**src/rtl/mem_port_arbiter_pkg.sv**
```systemverilog
// Shared types and defaults for the instruction/data RAM port arbiter.
package mem_arb_pkg;

    localparam int DEF_ADDR_W = 8;
    localparam int DEF_DATA_W = 32;

    typedef enum logic [1:0] {
        IDLE   = 2'd0,
        ACCESS = 2'd1,
        RESP   = 2'd2
    } arb_state_e;

    typedef enum logic {
        OWN_I = 1'b0,
        OWN_D = 1'b1
    } arb_owner_e;

endpackage

```
**src/rtl/mem_port_arbiter_if.sv**
```systemverilog
// Bundle of fetch, MEM-stage and RAM-macro signals around the arbiter.
// slave  : the arbiter itself
// master : the surrounding pipeline stages and RAM macro
interface mem_port_arbiter_if
    import mem_arb_pkg::*;
#(
    parameter int ADDR_W = DEF_ADDR_W,
    parameter int DATA_W = DEF_DATA_W
);
    localparam int BE_W = DATA_W / 8;

    logic              i_req;
    logic [ADDR_W-1:0] i_addr;
    logic              i_ack;
    logic [DATA_W-1:0] i_rdata;

    logic              d_req;
    logic [BE_W-1:0]   d_we;
    logic [ADDR_W-1:0] d_addr;
    logic [DATA_W-1:0] d_wdata;
    logic              d_ack;
    logic [DATA_W-1:0] d_rdata;

    logic              ram_en;
    logic [BE_W-1:0]   ram_we;
    logic [ADDR_W-1:0] ram_addr;
    logic [DATA_W-1:0] ram_wdata;
    logic [DATA_W-1:0] ram_rdata;

    logic              busy;

    modport slave (
        input  i_req, i_addr, d_req, d_we, d_addr, d_wdata, ram_rdata,
        output i_ack, i_rdata, d_ack, d_rdata,
        output ram_en, ram_we, ram_addr, ram_wdata, busy
    );

    modport master (
        output i_req, i_addr, d_req, d_we, d_addr, d_wdata, ram_rdata,
        input  i_ack, i_rdata, d_ack, d_rdata,
        input  ram_en, ram_we, ram_addr, ram_wdata, busy
    );

endinterface

```
**src/rtl/mem_port_arbiter_starve_counter.sv**
```systemverilog
// Saturating count of arbitrations fetch lost to the data port.
// Only present when ARB_STARVE_GUARD_EN is defined.
`ifdef ARB_STARVE_GUARD_EN
module arb_starve_counter #(
    parameter int LIMIT = 4
) (
    input  logic clk,
    input  logic rst,
    input  logic inc_i,
    input  logic clr_i,
    output logic sat_o
);
    localparam int CNT_W = $clog2(LIMIT + 1);

    logic [CNT_W-1:0] cnt_q;
    logic [CNT_W-1:0] cnt_d;

    assign sat_o = (cnt_q >= CNT_W'(LIMIT));

    // Clear wins over increment; hold once the limit is reached.
    always_comb begin
        cnt_d = cnt_q;
        if (clr_i) begin
            cnt_d = '0;
        end else if (inc_i && !sat_o) begin
            cnt_d = cnt_q + 1'b1;
        end
    end

    // Count register.
    always_ff @(posedge clk) begin
        if (rst) begin
            cnt_q <= '0;
        end else begin
            cnt_q <= cnt_d;
        end
    end

endmodule
`endif

```
**src/rtl/mem_port_arbiter.sv**
```systemverilog
// Arbitrates the single-port RAM between fetch (read-only) and the MEM stage.
// Data port has priority. Defining ARB_STARVE_GUARD_EN adds a counter that
// forces a fetch grant after STARVE_LIMIT lost arbitrations.
//
// state  | meaning
// IDLE   | no access in flight, arbitrate on this edge
// ACCESS | RAM strobed with the latched request
// RESP   | one-cycle ack to the owner, read data passed from the RAM
module mem_port_arbiter
    import mem_arb_pkg::*;
#(
    parameter int ADDR_W       = DEF_ADDR_W,
    parameter int DATA_W       = DEF_DATA_W,
    parameter int STARVE_LIMIT = 4
) (
    input logic               clk,
    input logic               rst,
    mem_port_arbiter_if.slave bus
);
    localparam int BE_W = DATA_W / 8;

    if (STARVE_LIMIT < 1) begin : g_limit_chk
        $error("STARVE_LIMIT must be at least 1");
    end

    arb_state_e        state_q;
    arb_owner_e        owner_q;
    logic              load_q;
    logic              ram_en_q;
    logic [BE_W-1:0]   ram_we_q;
    logic [ADDR_W-1:0] ram_addr_q;
    logic [DATA_W-1:0] ram_wdata_q;
    logic              i_ack_q;
    logic              d_ack_q;

    logic              grant_d;
    logic              starve_ovr;

`ifdef ARB_STARVE_GUARD_EN
    logic arb_idle;
    logic starve_sat;

    assign arb_idle = (state_q == IDLE);

    arb_starve_counter #(
        .LIMIT (STARVE_LIMIT)
    ) u_starve (
        .clk   (clk),
        .rst   (rst),
        .inc_i (arb_idle && bus.i_req && grant_d),
        .clr_i (arb_idle && bus.i_req && !grant_d),
        .sat_o (starve_sat)
    );

    assign starve_ovr = starve_sat && bus.i_req;
`else
    assign starve_ovr = 1'b0;
`endif

    assign grant_d = bus.d_req && !starve_ovr;

    // Arbitration FSM; all RAM-side and ack outputs are registered here.
    always_ff @(posedge clk) begin
        if (rst) begin
            state_q     <= IDLE;
            owner_q     <= OWN_I;
            load_q      <= 1'b1;
            ram_en_q    <= 1'b0;
            ram_we_q    <= '0;
            ram_addr_q  <= '0;
            ram_wdata_q <= '0;
            i_ack_q     <= 1'b0;
            d_ack_q     <= 1'b0;
        end else begin
            case (state_q)
                IDLE: begin
                    i_ack_q <= 1'b0;
                    d_ack_q <= 1'b0;
                    if (grant_d) begin
                        state_q     <= ACCESS;
                        owner_q     <= OWN_D;
                        load_q      <= (bus.d_we == '0);
                        ram_en_q    <= 1'b1;
                        ram_we_q    <= bus.d_we;
                        ram_addr_q  <= bus.d_addr;
                        ram_wdata_q <= bus.d_wdata;
                    end else if (bus.i_req) begin
                        // Fetch leaves ram_wdata at its previous value.
                        state_q    <= ACCESS;
                        owner_q    <= OWN_I;
                        load_q     <= 1'b1;
                        ram_en_q   <= 1'b1;
                        ram_we_q   <= '0;
                        ram_addr_q <= bus.i_addr;
                    end
                end
                ACCESS: begin
                    state_q  <= RESP;
                    ram_en_q <= 1'b0;
                    ram_we_q <= '0;
                    i_ack_q  <= (owner_q == OWN_I);
                    d_ack_q  <= (owner_q == OWN_D);
                end
                RESP: begin
                    state_q <= IDLE;
                    i_ack_q <= 1'b0;
                    d_ack_q <= 1'b0;
                end
                default: begin
                    state_q <= IDLE;
                    i_ack_q <= 1'b0;
                    d_ack_q <= 1'b0;
                end
            endcase
        end
    end

    // RAM data arrives the cycle after the strobe, i.e. during RESP, so the
    // read data is steered combinationally and gated by the registered ack.
    assign bus.i_rdata   = i_ack_q ? bus.ram_rdata : '0;
    assign bus.d_rdata   = (d_ack_q && load_q) ? bus.ram_rdata : '0;
    assign bus.i_ack     = i_ack_q;
    assign bus.d_ack     = d_ack_q;
    assign bus.ram_en    = ram_en_q;
    assign bus.ram_we    = ram_we_q;
    assign bus.ram_addr  = ram_addr_q;
    assign bus.ram_wdata = ram_wdata_q;
    assign bus.busy      = (state_q != IDLE);

endmodule

```
**src/flat_wrapper.sv**
```systemverilog
// flat-port wrapper written by rule: the top's interface ports become plain ports
module mem_port_arbiter_flat import mem_arb_pkg::*;
#(
    parameter int ADDR_W       = DEF_ADDR_W,
    parameter int DATA_W       = DEF_DATA_W,
    parameter int STARVE_LIMIT = 4
)
  (clk, rst, bus_i_req, bus_i_addr, bus_d_req, bus_d_we, bus_d_addr, bus_d_wdata, bus_ram_rdata, bus_i_ack, bus_i_rdata, bus_d_ack, bus_d_rdata, bus_ram_en, bus_ram_we, bus_ram_addr, bus_ram_wdata, bus_busy);
  mem_port_arbiter_if #(.ADDR_W(ADDR_W), .DATA_W(DATA_W)) bus_i ();
  input logic clk;
  input logic rst;
  input wire logic [$bits(bus_i.i_req)-1:0] bus_i_req;
  input wire logic [$bits(bus_i.i_addr)-1:0] bus_i_addr;
  input wire logic [$bits(bus_i.d_req)-1:0] bus_d_req;
  input wire logic [$bits(bus_i.d_we)-1:0] bus_d_we;
  input wire logic [$bits(bus_i.d_addr)-1:0] bus_d_addr;
  input wire logic [$bits(bus_i.d_wdata)-1:0] bus_d_wdata;
  input wire logic [$bits(bus_i.ram_rdata)-1:0] bus_ram_rdata;
  output wire logic [$bits(bus_i.i_ack)-1:0] bus_i_ack;
  output wire logic [$bits(bus_i.i_rdata)-1:0] bus_i_rdata;
  output wire logic [$bits(bus_i.d_ack)-1:0] bus_d_ack;
  output wire logic [$bits(bus_i.d_rdata)-1:0] bus_d_rdata;
  output wire logic [$bits(bus_i.ram_en)-1:0] bus_ram_en;
  output wire logic [$bits(bus_i.ram_we)-1:0] bus_ram_we;
  output wire logic [$bits(bus_i.ram_addr)-1:0] bus_ram_addr;
  output wire logic [$bits(bus_i.ram_wdata)-1:0] bus_ram_wdata;
  output wire logic [$bits(bus_i.busy)-1:0] bus_busy;
  assign bus_i.i_req = bus_i_req;
  assign bus_i.i_addr = bus_i_addr;
  assign bus_i.d_req = bus_d_req;
  assign bus_i.d_we = bus_d_we;
  assign bus_i.d_addr = bus_d_addr;
  assign bus_i.d_wdata = bus_d_wdata;
  assign bus_i.ram_rdata = bus_ram_rdata;
  assign bus_i_ack = bus_i.i_ack;
  assign bus_i_rdata = bus_i.i_rdata;
  assign bus_d_ack = bus_i.d_ack;
  assign bus_d_rdata = bus_i.d_rdata;
  assign bus_ram_en = bus_i.ram_en;
  assign bus_ram_we = bus_i.ram_we;
  assign bus_ram_addr = bus_i.ram_addr;
  assign bus_ram_wdata = bus_i.ram_wdata;
  assign bus_busy = bus_i.busy;
  mem_port_arbiter #(.ADDR_W(ADDR_W), .DATA_W(DATA_W), .STARVE_LIMIT(STARVE_LIMIT)) u_core (.clk(clk), .rst(rst), .bus(bus_i));
endmodule
```
**config.mk**
```make
export PLATFORM = sky130hd
export DESIGN_NAME = mem_port_arbiter_flat
export DESIGN_NICKNAME = d
export VERILOG_FILES = /design/src/rtl/mem_port_arbiter_pkg.sv /design/src/rtl/mem_port_arbiter_if.sv /design/src/rtl/mem_port_arbiter_starve_counter.sv /design/src/rtl/mem_port_arbiter.sv /design/src/flat_wrapper.sv
export SDC_FILE = /design/constraint.sdc
export NUM_CORES = 1
export LEC_CHECK = 0
export BUFFER_PORTS_ARGS = -buffer_cell sky130_fd_sc_hd__buf_2
export CELL_PAD_IN_SITES_DETAIL_PLACEMENT = 0
export CELL_PAD_IN_SITES_GLOBAL_PLACEMENT = 1
export CORE_ASPECT_RATIO = 1.4
export CORE_MARGIN = 1.5
export CORE_UTILIZATION = 26
export CTS_BUF_LIST = sky130_fd_sc_hd__clkbuf_8
export CTS_CLUSTER_SIZE = 28
export DETAILED_ROUTE_END_ITERATION = 8
export PLACE_DENSITY_LB_ADDON = 0.1
export SLEW_MARGIN = 20
export SYNTH_ARGS = -nofsm -noshare
export SYNTH_HDL_FRONTEND = slang
export SYNTH_HIERARCHICAL = 1
export SYNTH_SLANG_ARGS = --single-unit
```
**constraint.sdc**
```tcl
create_clock -name clk -period 1.4 [get_ports clk]
set_input_delay 0.07 -clock clk [delete_from_list [all_inputs] [get_ports clk]]
set_output_delay 0.07 -clock clk [all_outputs]
set_load 0.005 [all_outputs]
```
* Yosys cells after proc, flatten, opt, wreduce, memory -nomap -nowiden *
Index checks and enable logic that the tools add are counted.

cells by class
  add/subtract/negate cells = 0
  multipliers = 0
  div/mod/pow operators = 0
  $lt $le $gt $ge = 0
  equality and inequality tests = 2
  shifts and indexed selects = 0
  multiplexer cells = 16
  bitwise gates (word level) = 2
  reduce and logical (&&, ||, !) cells = 10

operator list
  kind                  number
  $mux W32              2
  $mux W8               2
  $mux W4               2
  $pmux W4 S2           1
  $reduce_and A2 Y1     3
  $reduce_bool A2 Y1    3
  $mux W1               5
  $logic_not A4 Y1      1
  $mux W2               2
  $pmux W2 S2           1
  $ne A3 B3 Y1 const B  1
  $eq A2 B1 Y1 const B  1
  $logic_not A2 Y1      1
  $not A1 Y1            2
  $pmux W1 S2           1
  $reduce_or A2 Y1      1
  $logic_and A1 B1 Y1   1

word-level totals
  flip-flop bits (word level) = 51
  bits in latches = 0
  RAM bits = 0
  ROM bits = 0
  bits of input ports = 88
  output and inout port bits = 112
  word-level logic and storage cells = 39
  memories kept = 0

* Depth between registers and ports, before layout *
Gate-level depths: netlist of run 1.

  depth in word-level cells = 3
  mapped depth = 5
  mapped depth without buffers = 4

* Worst setup path after synthesis of run 1 *
OpenSTA, ideal clock, no wires.

  path type = register to register
  start = register u_core.state_q[1]
  end = register u_core.ram_wdata_q[12] (netlist: u_core/bus.ram_wdata[12])
  setup time = 0.132 ns
  data arrival time = 1.110 ns
  required time = 1.268 ns
  setup slack = 0.157 ns
  cell stages (with the launch flop) = 6
  buffers on the path = 2
  clock period less this slack = 1.243 ns
  cells stage by stage = dfxtp_1 or3b_1 buf_6 buf_6 nand2_1 a21oi_1

on the way
  cells in the longest elaborated chain, start to end = 2

RTL lines
  element                             line                    source
  start: declaration                  mem_port_arbiter.sv:26  arb_state_e state_q;
  start signal: assignment            mem_port_arbiter.sv:65  state_q <= IDLE;
  start signal: assignment            mem_port_arbiter.sv:80  state_q <= ACCESS;
  start signal: assignment            mem_port_arbiter.sv:89  state_q <= ACCESS;
  $logic_not A2 Y1                    mem_port_arbiter.sv:75  case (state_q)
  $reduce_and A2 Y1 (no source line)  --
  end signal: assignment              mem_port_arbiter.sv:86  ram_wdata_q <= bus.d_wdata;
  end: declaration                    mem_port_arbiter.sv:32  logic [DATA_W-1:0] ram_wdata_q;

No other way between the ends.
A chain may end at the register's enable or synchronous reset.

* Worst setup path after layout of run 1 *
  start = register u_core.d_ack_q (netlist: u_core/bus.d_ack)
  end = output port bus_d_rdata[30]

on the way
  cells in the longest elaborated chain, start to end = 2

RTL lines
  element                   line                     source
  start: declaration        mem_port_arbiter.sv:34   logic d_ack_q;
  start signal: assignment  mem_port_arbiter.sv:102  d_ack_q <= (owner_q == OWN_D);
  $logic_and A1 B1 Y1       mem_port_arbiter.sv:121  assign bus.d_rdata = (d_ack_q && load_q) ? bus.ram_rdata : '0;
  $mux W32                  mem_port_arbiter.sv:121
  end: declaration          flat_wrapper.sv:22       output wire logic [$bits(bus_i.d_rdata)-1:0] bus_d_rdata;

No other way between the ends.

==> results by group, run 1 <==
Worst setup path
  • Maximum net fanout on the critical path: 33
  • Critical setup path kind: register to primary output
  • Critical Path AT: 1.20 ns
  • Startpoint of the most critical register-to-register path: u_core/state_q[0]$_SDFFE_PP0P_
  • Kind of end point of the critical path: primary output
  • Worst Path Required: 1.33 ns
  • Startpoint type of the worst setup path: register
  • Worst setup path startpoint: u_core/bus.d_ack$_SDFF_PP0_

Clocking
  • Maximum level of the CTS H-tree: 2
  • # clock sinks: 51
  • Maximum buffer depth of the clock tree: 2
  • TritonCTS buffer count: 5
  • Clk Latency, worst-skew pair: 0.31 ns
  • Library cell used as clock root buffer: clkbuf_8
  • Clock transition time at the flip-flop clock pins of the worst setup and hold paths: 0.10 ns
  • Setup bufs post-CTS: 0
  • Clock tree from TritonCTS: done

Finish
  • Share of the core filled with cells: 0.4481
  • Cell area after layout: 3880 sq um
  • Layout cell share with drive strength beyond 1: 0.4294
  • Post-layout nets: 611
  • Area overhead of the layout relative to synthesis: 66.10%
  • Leading cell types in the layout, fill and taps excluded: buf_2, nand2_1, dfxtp_1, a21oi_1, dlygate4sd3_1
  • Number of antenna repair diodes: 0
  • Most common library cell in the layout ignoring fill and taps: buf_2

Run
  • Count of max-cap constraint violations: 0

Placement
  • Input/output buffers: 199
  • Global placer's final weighted congestion: 0.7342
  • HPWL after detailed placement: 5877 um
  • Post-DP Area: 3430 sq um

Power
  • Max VDD drop: 0.9005 mV
  • Pleak: 2.180 nW
  • Total power density per cell area: 841.0 nW/um^2
  • Overall power: 0.003263 W

Run status
  • Outcome: finished clean

STA
  • Worst rel slew slack: 0.7483
  • Hold Slack: 0.01128 ns
  • Final worst clock skew: 0.01416 ns
  • Setup repair after global routing missed its margin: no
  • Final TNS setup: 0 ns
  • Number of slew-limit violations in the final report: 0
  • Min cycle time layout: 1.268 ns
  • Period utilisation layout: 0.9057
  • Final-report hold violation count: 0
  • Transition time at the pin with the least slew margin: 0.3747 ns
  • Endpoints failing setup: 0
  • Highest Clock Rate: 788.6 MHz

Route
  • Antenna violation net count after detailed routing: 0
  • Count of routing violations after the opening detailed-route iteration: 90
  • DR vias: 2801
  • Total wire length after detailed routing: 7908 um
  • DRT Pass-1 Iters: 4
  • Remaining design rule violation count: 0
  • Routed length per instance: 12.57 um
  • Via count normalized by instance count: 4.453

Floorplan
  • Total Die Area: 9571 sq um
  • Die boundary width: 83.11 um
  • Starting utilization of the core area: 0.2698
  • Top-level port count: 200
  • Standard-cell row count: 40
  • Y dimension of the die: 115.2 um
  • Placeable Area: 8658 sq um

Global route
  • Number of global-route vias before repair: 2578
  • GRT overflow: 0
  • Overall fraction of global-route tracks in use: 0.1608
  • Initial antenna violation count: 0
  • Wire length of the first global-routing pass: 12520 um
  • Maximum number of pins on one net before global-route repair: 34

Yosys
  • Part of the Yosys area used for sequential elements: 0.4371
  • Synth top area share: 0.4371
  • Mapped Nets: 382
  • Synthesized netlist cell count: 294
  • Count of state elements after synthesis: 51
  • Synth Warn #: 6
  • Post-synthesis cell area: 2336 sq um
  • Distinct cells, synth: 22
  • Top cells by area, synth: dfxtp_1, nand2_1, a21oi_1
  • Largest area contributor in the netlist: dfxtp_1
  • Post-synthesis area per instance: 7.946 sq um

Worst hold path
  • Hold/Removal Path Class: primary input to register
  • Hold Path Origin: bus_d_we[3]
-- layer usage --
layer  global-route usage  wire length [um]  vias to the layer above
met5                    0                 0                        -
met4              0.04444                98                        0
met3              0.04953               670                        7
met2               0.3214              4211                      135
met1               0.1588              2927                     1224
li1                     -                 -                     1435
-- power by group --
| part | total, W | switching (W) | internal, W |
|---|---|---|---|
| Combinational | 0.000759 | 0.000361 | 0.000398 |
| Sequential | 0.00161 | 0.0000559 | 0.00156 |
| Clock | 0.000889 | 0.000491 | 0.000399 |
| Total | 0.00326 | 0.000908 | 0.00236 |
-- layout make-up --
class / instances / area (sq um)
fillers: 889 / 4778
repair buffers: 247 / 1465
multi-input cells: 217 / 1162
flip-flops and latches: 51 / 1022
well taps: 105 / 131.4
clock buffers: 6 / 82.58
clock inverters: 2 / 12.51
inverters: 1 / 3.754
-- cell usage after synthesis, drive strengths merged --
cell and n:
a211oi 8, a21oi 47, and2 33, and3 32, buf 9, clkbuf 16, dfxtp 51, inv 1
mux2i 8, nand2 70, nand2b 1, nor2 6, nor3 2, nor3b 1, nor4 1, o21ai 5
o21bai 1, or2 1, or3b 1
-- state kept, by name, summed over array words and instances, names as in the netlist, 2 cells and up --
| name | flops |
|---|---|
| u_core/bus.ram_addr | 8 |
| u_core/bus.ram_wdata | 32 |
| u_core/bus.ram_we | 4 |
| u_core/state_q | 2 |
-- through the flow --
| step | setup slack, ns | cells |
|---|---|---|
| global route | 0.01617 | 629 |
| CTS | 0.03171 | 629 |
| finish | 0.1320 | 629 |
| global placement | 0.1697 | 587 |
| detailed placement | 0.1246 | 587 |
| floorplan | 0.1572 | 294 |
-- cell families (layout without fill, tap and decap cells) --
family	after synthesis	in the layout	share of synthesized area
buf+inv	26	256	0.06642
mux	8	8	0.03428
simple gates	148	148	0.3203
flops	51	51	0.4371
compound gates	61	61	0.1419
-- path summary, 6_finish.rpt --
kind                                  endpoint  slack [ns]  cells past startpoint
min          u_core/bus.ram_we[3]$_SDFFE_PP0P_        0.01                      3
max                            bus_d_rdata[30]        0.13                      3
max reg2reg         u_core/load_q$_SDFFE_PP1P_        0.14                      4
min reg2reg        u_core/bus.i_ack$_SDFF_PP0_        0.45                      1
-- critical path: stages (launching register included) --
cell     delay (ns)
dfxtp_1        0.31
buf_4          0.26
and3_1         0.22
buf_2          0.11
-- timing repair --
item | 4_1_cts | 5_1_grt
hold endpoints to repair | 34 | 0
endpoints found under the setup margin | 0 | 33
hold buffers | 34 | 0
resized for setup | 0 | 5
No activity file was read; power rests on OpenSTA's default activity.
==> run 2: changes to the inputs <==
- CORE_UTILIZATION: 26 -> 27
- CTS_BUF_LIST: sky130_fd_sc_hd__clkbuf_8 -> not set
- REMOVE_ABC_BUFFERS: not set -> 1
- clock period: 1.4 -> 1.5 ns (I/O delays scaled with it)
==> run 2 against run 1 <==
Core utilization is 2.7 points lower. Cell area is 7.5% lower. Sequential power is 6% lower. Sequential cell count stayed put. Die area is 3.6% lower. Sequential share of layout area is 2.2 points higher. Combinational power is 16% lower. Worst hold slack better by 0.010 ns. Non-clock buffer count is 36 lower. Wire length is 0.56% lower. Setup slack better by 0.021 ns. Clock skew is 0.0087 ns lower. Largest power group unchanged. Highest routed layer unchanged.
==> results by group, run 2 (same netlist as run 1, synthesis figures left out) <==
Run status
  • Outcome: finished clean

Finish
  • Largest register FFs: 32
  • Leading cell types in the layout, fill and taps excluded: buf_2, nand2_1, dfxtp_1, a21oi_1, and2_1
  • Area overhead of the layout relative to synthesis: 53.56%
  • Number of antenna repair diodes: 0
  • Most common library cell in the layout ignoring fill and taps: buf_2
  • Layout cell share with drive strength beyond 1: 0.4538
  • Post-layout nets: 575

Route
  • Antenna violation net count after detailed routing: 0
  • Via count normalized by instance count: 4.530
  • Total wire length after detailed routing: 7864 um
  • Routed length per instance: 13.28 um
  • Remaining design rule violation count: 0
  • Count of routing violations after the opening detailed-route iteration: 72
  • DR vias: 2682
  • DRT Pass-1 Iters: 4

Clocking
  • Clock transition time at the flip-flop clock pins of the worst setup and hold paths: 0.07 ns
  • Maximum level of the CTS H-tree: 2
  • Clk Latency, worst-skew pair: 0.29 ns
  • # clock sinks: 51
  • Clock tree from TritonCTS: done
  • Cts-stage hold buffer count: 0
  • TritonCTS buffer count: 5
  • Maximum buffer depth of the clock tree: 2
  • Library cell used as clock root buffer: clkbuf_16

Worst setup path
  • Worst Path Required: 1.42 ns
  • Critical path cell sequence: buf_4, and3_1, buf_2
  • Delay of the slowest cell on the worst path: 0.33 ns
  • Delay-heaviest family, CP: buffers and inverters
  • Critical Path Slowest Stage Cell: dfxtp_1
  • Critical setup path kind: register to primary output
  • Startpoint type of the worst setup path: register
  • Critical Path AT: 1.27 ns
  • Count of buffer and inverter cells on the critical path: 2
  • Maximum net fanout on the critical path: 32
  • Worst setup path startpoint: u_core/load_q$_SDFFE_PP1P_
  • Startpoint of the most critical register-to-register path: u_core/state_q[0]$_SDFFE_PP0P_
  • Kind of end point of the critical path: primary output

STA
  • Final worst clock skew: 0.005483 ns
  • Final-report hold violation count: 0
  • Endpoints failing setup: 0
  • Worst Slack Setup Final: 0.1529 ns
  • Worst rel slew slack: 0.7599
  • Period utilisation layout: 0.8981
  • Number of slew-limit violations in the final report: 0
  • Final TNS setup: 0 ns
  • Transition time at the pin with the least slew margin: 0.3601 ns
  • Setup repair after global routing missed its margin: no
  • Highest Clock Rate: 742.3 MHz
  • Min cycle time layout: 1.347 ns

Global route
  • Overall fraction of global-route tracks in use: 0.1623
  • Initial antenna violation count: 0
  • GRT overflow: 0
  • Number of global-route vias before repair: 2381
  • Maximum number of pins on one net before global-route repair: 37
  • Wire length of the first global-routing pass: 11590 um

Placement
  • Input/output buffers: 199
  • Place WS: 0.1989 ns
  • HPWL after detailed placement: 5823 um
  • Global placer's final weighted congestion: 0.7149

Floorplan
  • Y dimension of the die: 113.1 um
  • Total Die Area: 9226 sq um
  • Placeable Area: 8508 sq um
  • Standard-cell row count: 40
  • Die boundary width: 81.61 um
  • Top-level port count: 200
  • Starting utilization of the core area: 0.2746

Power
  • Max VDD drop: 0.8442 mV
  • Total power density per cell area: 950.3 nW/um^2
  • Pleak: 2.053 nW

Worst hold path
  • Hold Path Origin: bus_d_wdata[13]
  • Hold/Removal Path Class: primary input to register

Run
  • Count of max-cap constraint violations: 0
==> run 2: changes by cell type in the layout (fill, tap and decap cells not counted), sizes merged <==
cell	delta
dlygate4sd3	-34
buf	-2
bufinv	+1
clkinv	-1
inv	-1
==> run 2: layer usage <==
| layer | track usage | part of all wire | wire length (um) |
|---|---|---|---|
| met5 | 0 | 0 | 0 |
| met4 | 0.04746 | 0.012 | 91 |
| met3 | 0.04274 | 0.081 | 634 |
| met2 | 0.2926 | 0.51 | 4013 |
| met1 | 0.1829 | 0.40 | 3125 |
==> run 2: final cells by class <==
cell class | instances | area (sq um)
tap | 105 | 131.4
multi-input combinational | 217 | 1160
sequential | 51 | 1022
fill | 933 | 4921
clock buffer | 6 | 128.9
clock inverter | 1 | 30.03
inverter | 1 | 3.754
timing repair buffer | 211 | 1111
==> run 2: worst paths after layout <==
kind                                                              end  slack, ns  depth (start not counted)
worst max-delay path                                  bus_d_rdata[25]       0.15                          3
worst min-delay path            u_core/bus.ram_wdata[13]$_SDFFE_PP0P_       0.02                          3
worst max register to register             u_core/load_q$_SDFFE_PP1P_       0.20                          4
worst min register to register  u_core/bus.ram_wdata[17]$_SDFFE_PP0P_       0.45                          2
==> run 2: stage by stage <==
stage	power (W)	hold WS, ns	std cells	area, sq um	utilization
floorplan	0.001786	0.1374	269	2185	-
global placement	0.002175	0.3158	585	3427	0.4028
detailed placement	0.002183	0.3210	585	3427	0.4028
CTS	0.003459	0.01177	592	3586	0.4215
global route	0.003590	0.01669	592	3587	0.4216
finish	0.003409	0.02145	592	3587	0.4216
==> run 2: power by group <==
group          internal (W)  leakage [nW]  total, W  switching, W
Sequential          0.00146         0.420   0.00151     0.0000496
Clock              0.000779        0.0769   0.00127      0.000490
Combinational      0.000306          1.56  0.000634      0.000328
Total               0.00254          2.05   0.00341      0.000868
==> run 2: timing repair <==
item                                    CTS  global route
gates resized for setup                   0             1
buffers inserted                          0             0
hold endpoints to repair                  0             0
endpoints found under the setup margin    0            20
==> run 2: worst register-to-register path, delay by kind of cell, from the launching register on <==
family / cells / cell delay [ns]
and+or+nand+nor: 2 / 0.51
AOI/OAI and AO/OA: 1 / 0.08
DFF: 1 / 0.37
buffers and inverters: 1 / 0.25
==> run 3: changes to the inputs <==
- ABC_AREA: not set -> 1
- CORE_UTILIZATION: 27 -> 26
==> run 3 against run 2 <==
Final cell count up 15%. Area after synthesis up 3.7%. Fmax up 4.8%. First-iteration DRC count up 22%. Synthesized cell count up 29%. Sequential power about the same. Worst hold slack worse by 0.0052 ns. Critical endpoint is now u_core/bus.ram_we[1]$_SDFFE_PP0P_. Largest cell class is now buffers.
==> results by group, run 3 <==
Run status
  • Outcome: finished clean

Worst setup path
  • Critical Path End: u_core/bus.ram_we[1]$_SDFFE_PP0P_
  • Worst setup path startpoint: u_core/state_q[1]$_SDFFE_PP0P_
  • Critical Path AT: 1.50 ns
  • Worst reg2reg path depth: 5
  • Maximum net fanout on the critical path: 36
  • Startpoint of the most critical register-to-register path: u_core/state_q[1]$_SDFFE_PP0P_
  • R2R Setup Slk: 0.22 ns
  • Startpoint type of the worst setup path: register
  • Reg-to-reg critical path endpoint: u_core/bus.ram_we[1]$_SDFFE_PP0P_
  • Kind of end point of the critical path: register
  • Worst Path Required: 1.72 ns
  • Critical setup path kind: register to register

Clocking
  • Setup bufs post-CTS: 0
  • TritonCTS buffer count: 5
  • Clock tree from TritonCTS: done
  • Cts-stage hold buffer count: 0
  • Library cell used as clock root buffer: clkbuf_16
  • Maximum level of the CTS H-tree: 2
  • Clk Latency, worst-skew pair: 0.29 ns
  • # clock sinks: 51
  • Clock transition time at the flip-flop clock pins of the worst setup and hold paths: 0.07 ns
  • Number of gates resized after cts: 0
  • Maximum buffer depth of the clock tree: 2

Floorplan
  • Total Die Area: 9913 sq um
  • Top-level port count: 200
  • Y dimension of the die: 117.2 um
  • Placeable Area: 9029 sq um
  • Standard-cell row count: 41
  • Die boundary width: 84.58 um
  • Starting utilization of the core area: 0.2683

Power
  • Max VDD drop: 0.6421 mV
  • Total power density per cell area: 963.8 nW/um^2
  • Pleak: 2.393 nW

STA
  • Final-report hold violation count: 0
  • Highest Clock Rate: 778.3 MHz
  • Worst rel slew slack: 0.7533
  • Setup repair after global routing missed its margin: no
  • Transition time at the pin with the least slew margin: 0.3701 ns
  • Final worst clock skew: 0.004307 ns
  • Period utilisation layout: 0.8566
  • Number of slew-limit violations in the final report: 0
  • Endpoints failing setup: 0
  • Min cycle time layout: 1.285 ns
  • Final TNS setup: 0 ns
  • Hold Slack: 0.01622 ns

Finish
  • Layout cell share with drive strength beyond 1: 0.3794
  • Leading cell types in the layout, fill and taps excluded: buf_2, nor2_1, inv_1, nand2_1, dfxtp_1
  • Post-layout nets: 660
  • Largest register FFs: 32
  • Area overhead of the layout relative to synthesis: 50.36%
  • Cell area after layout: 3642 sq um
  • Most common library cell in the layout ignoring fill and taps: buf_2

Global route
  • Global-route track usage on met2: 0.2646
  • Global-route track usage on met1: 0.1525
  • Maximum number of pins on one net before global-route repair: 37
  • Wire length of the first global-routing pass: 11580 um
  • Layer with the highest usage after global routing: met2
  • Met3 capacity usage during global routing: 0.06031
  • GRT overflow: 0
  • Initial antenna violation count: 2
  • Overall fraction of global-route tracks in use: 0.1456
  • Number of global-route vias before repair: 2441

Yosys
  • Distinct cells, synth: 16
  • Fraction of synthesis flops using an asynchronous set or reset pin: 0
  • Post-synthesis area per instance: 6.375 sq um
  • Part of the Yosys area used for sequential elements: 0.4215
  • Synthesized netlist cell count: 380
  • Top cells by area, synth: dfxtp_1, nor2_1, inv_1
  • Leading post-synthesis cells by instance count: nor2_1, inv_1, nand2_1, dfxtp_1, o21ai_1
  • Most used flip-flop cell after synthesis: dfxtp_1
  • Post-synth EDFFs: 0
  • Synth Warn #: 6
  • Post-synthesis cell area: 2422 sq um
  • Synth top area share: 0.4215
  • Largest area contributor in the netlist: dfxtp_1
  • Most used standard cell by instance count after synthesis: nor2_1
  • Count of state elements after synthesis: 51

Placement
  • Global placer's final weighted congestion: 0.7329
  • HPWL after detailed placement: 5838 um
  • Input/output buffers: 199
  • Post-DP Area: 3477 sq um

Run
  • Count of max-cap constraint violations: 0

Route
  • DR vias: 2827
  • Remaining design rule violation count: 0
  • Via count normalized by instance count: 4.157
  • Routed length per instance: 11.14 um
  • Count of routing violations after the opening detailed-route iteration: 88
  • Total wire length after detailed routing: 7575 um
  • DRT Pass-1 Iters: 4
  • Antenna violation net count after detailed routing: 0

Worst hold path
  • Hold/Removal Path Class: primary input to register
  • Hold-critical path depth: 3
[run 3: cell type report]
cell class	count	area, sq um
Fill cell	998	5386
Inverter	70	267.8
Antenna cell	1	2.502
Sequential cell	51	1021
Multi-Input combinational cell	240	1021
Clock inverter	2	37.54
Clock buffer	5	125.1
Timing Repair Buffer	204	1033
Tap cell	107	133.9
[run 3: cell families (layout without fill, tap and decap cells)]
| kind of cell | count (synthesis) | after routing | synth area share |
|---|---|---|---|
| AO/OA/AOI/OAI | 57 | 57 | 0.1178 |
| AND/OR/NAND/NOR | 183 | 183 | 0.3037 |
| flip-flops | 51 | 51 | 0.4215 |
| buffers and inverters | 89 | 281 | 0.1570 |
| other | 0 | 1 | 0 |
[run 3: how the worst min path moves through the flow]
stage	start	endpoint	slack, ns
final	bus_d_wdata[23]	u_core/bus.ram_wdata[23]$_SDFFE_PP0P_	0.02
after global routing	bus_d_wdata[1]	u_core/bus.ram_wdata[1]$_SDFFE_PP0P_	0.02
after CTS	bus_d_wdata[24]	u_core/bus.ram_wdata[24]$_SDFFE_PP0P_	0.007
after detailed placement	bus_d_wdata[24]	u_core/bus.ram_wdata[24]$_SDFFE_PP0P_	0.32
after global placement	bus_d_wdata[14]	u_core/bus.ram_wdata[14]$_SDFFE_PP0P_	0.31
after floorplan	rst	u_core/bus.ram_en$_SDFFE_PP0P_	0.14
[run 3: power breakdown]
group	internal, W	total (W)	leakage [nW]	switching [W]
sequential	0.00148	0.00154	0.422	0.0000633
combinational	0.000314	0.000697	1.90	0.000384
clock	0.000778	0.00127	0.0759	0.000491
total	0.00257	0.00351	2.39	0.000938
[run 3: per-stage QoR]
stage	util	total power, W	instances	setup WS [ns]
floorplan	-	0.001906	361	0.2419
global placement	0.3851	0.002281	672	0.2332
detailed placement	0.3851	0.002289	672	0.2111
CTS	0.4031	0.003585	679	0.1924
global route	0.4031	0.003729	679	0.07448
finish	0.4034	0.003510	680	0.2151
[run 3: worst max-delay path: stages, from the launching register on]
cell and delay (ns):
dfxtp_1 0.36, nor2_8 0.22, nand2_4 0.09, inv_4 0.29, nand2_1 0.09, a21oi_1 0.15
[run 3: routing by layer]
metal,routed length (um),vias up,part of all wire
li1,-,1505,-
met1,2960,1172,0.39
met2,3639,140,0.48
met3,871,8,0.11
met4,91,2,0.012
met5,13,-,0.0017
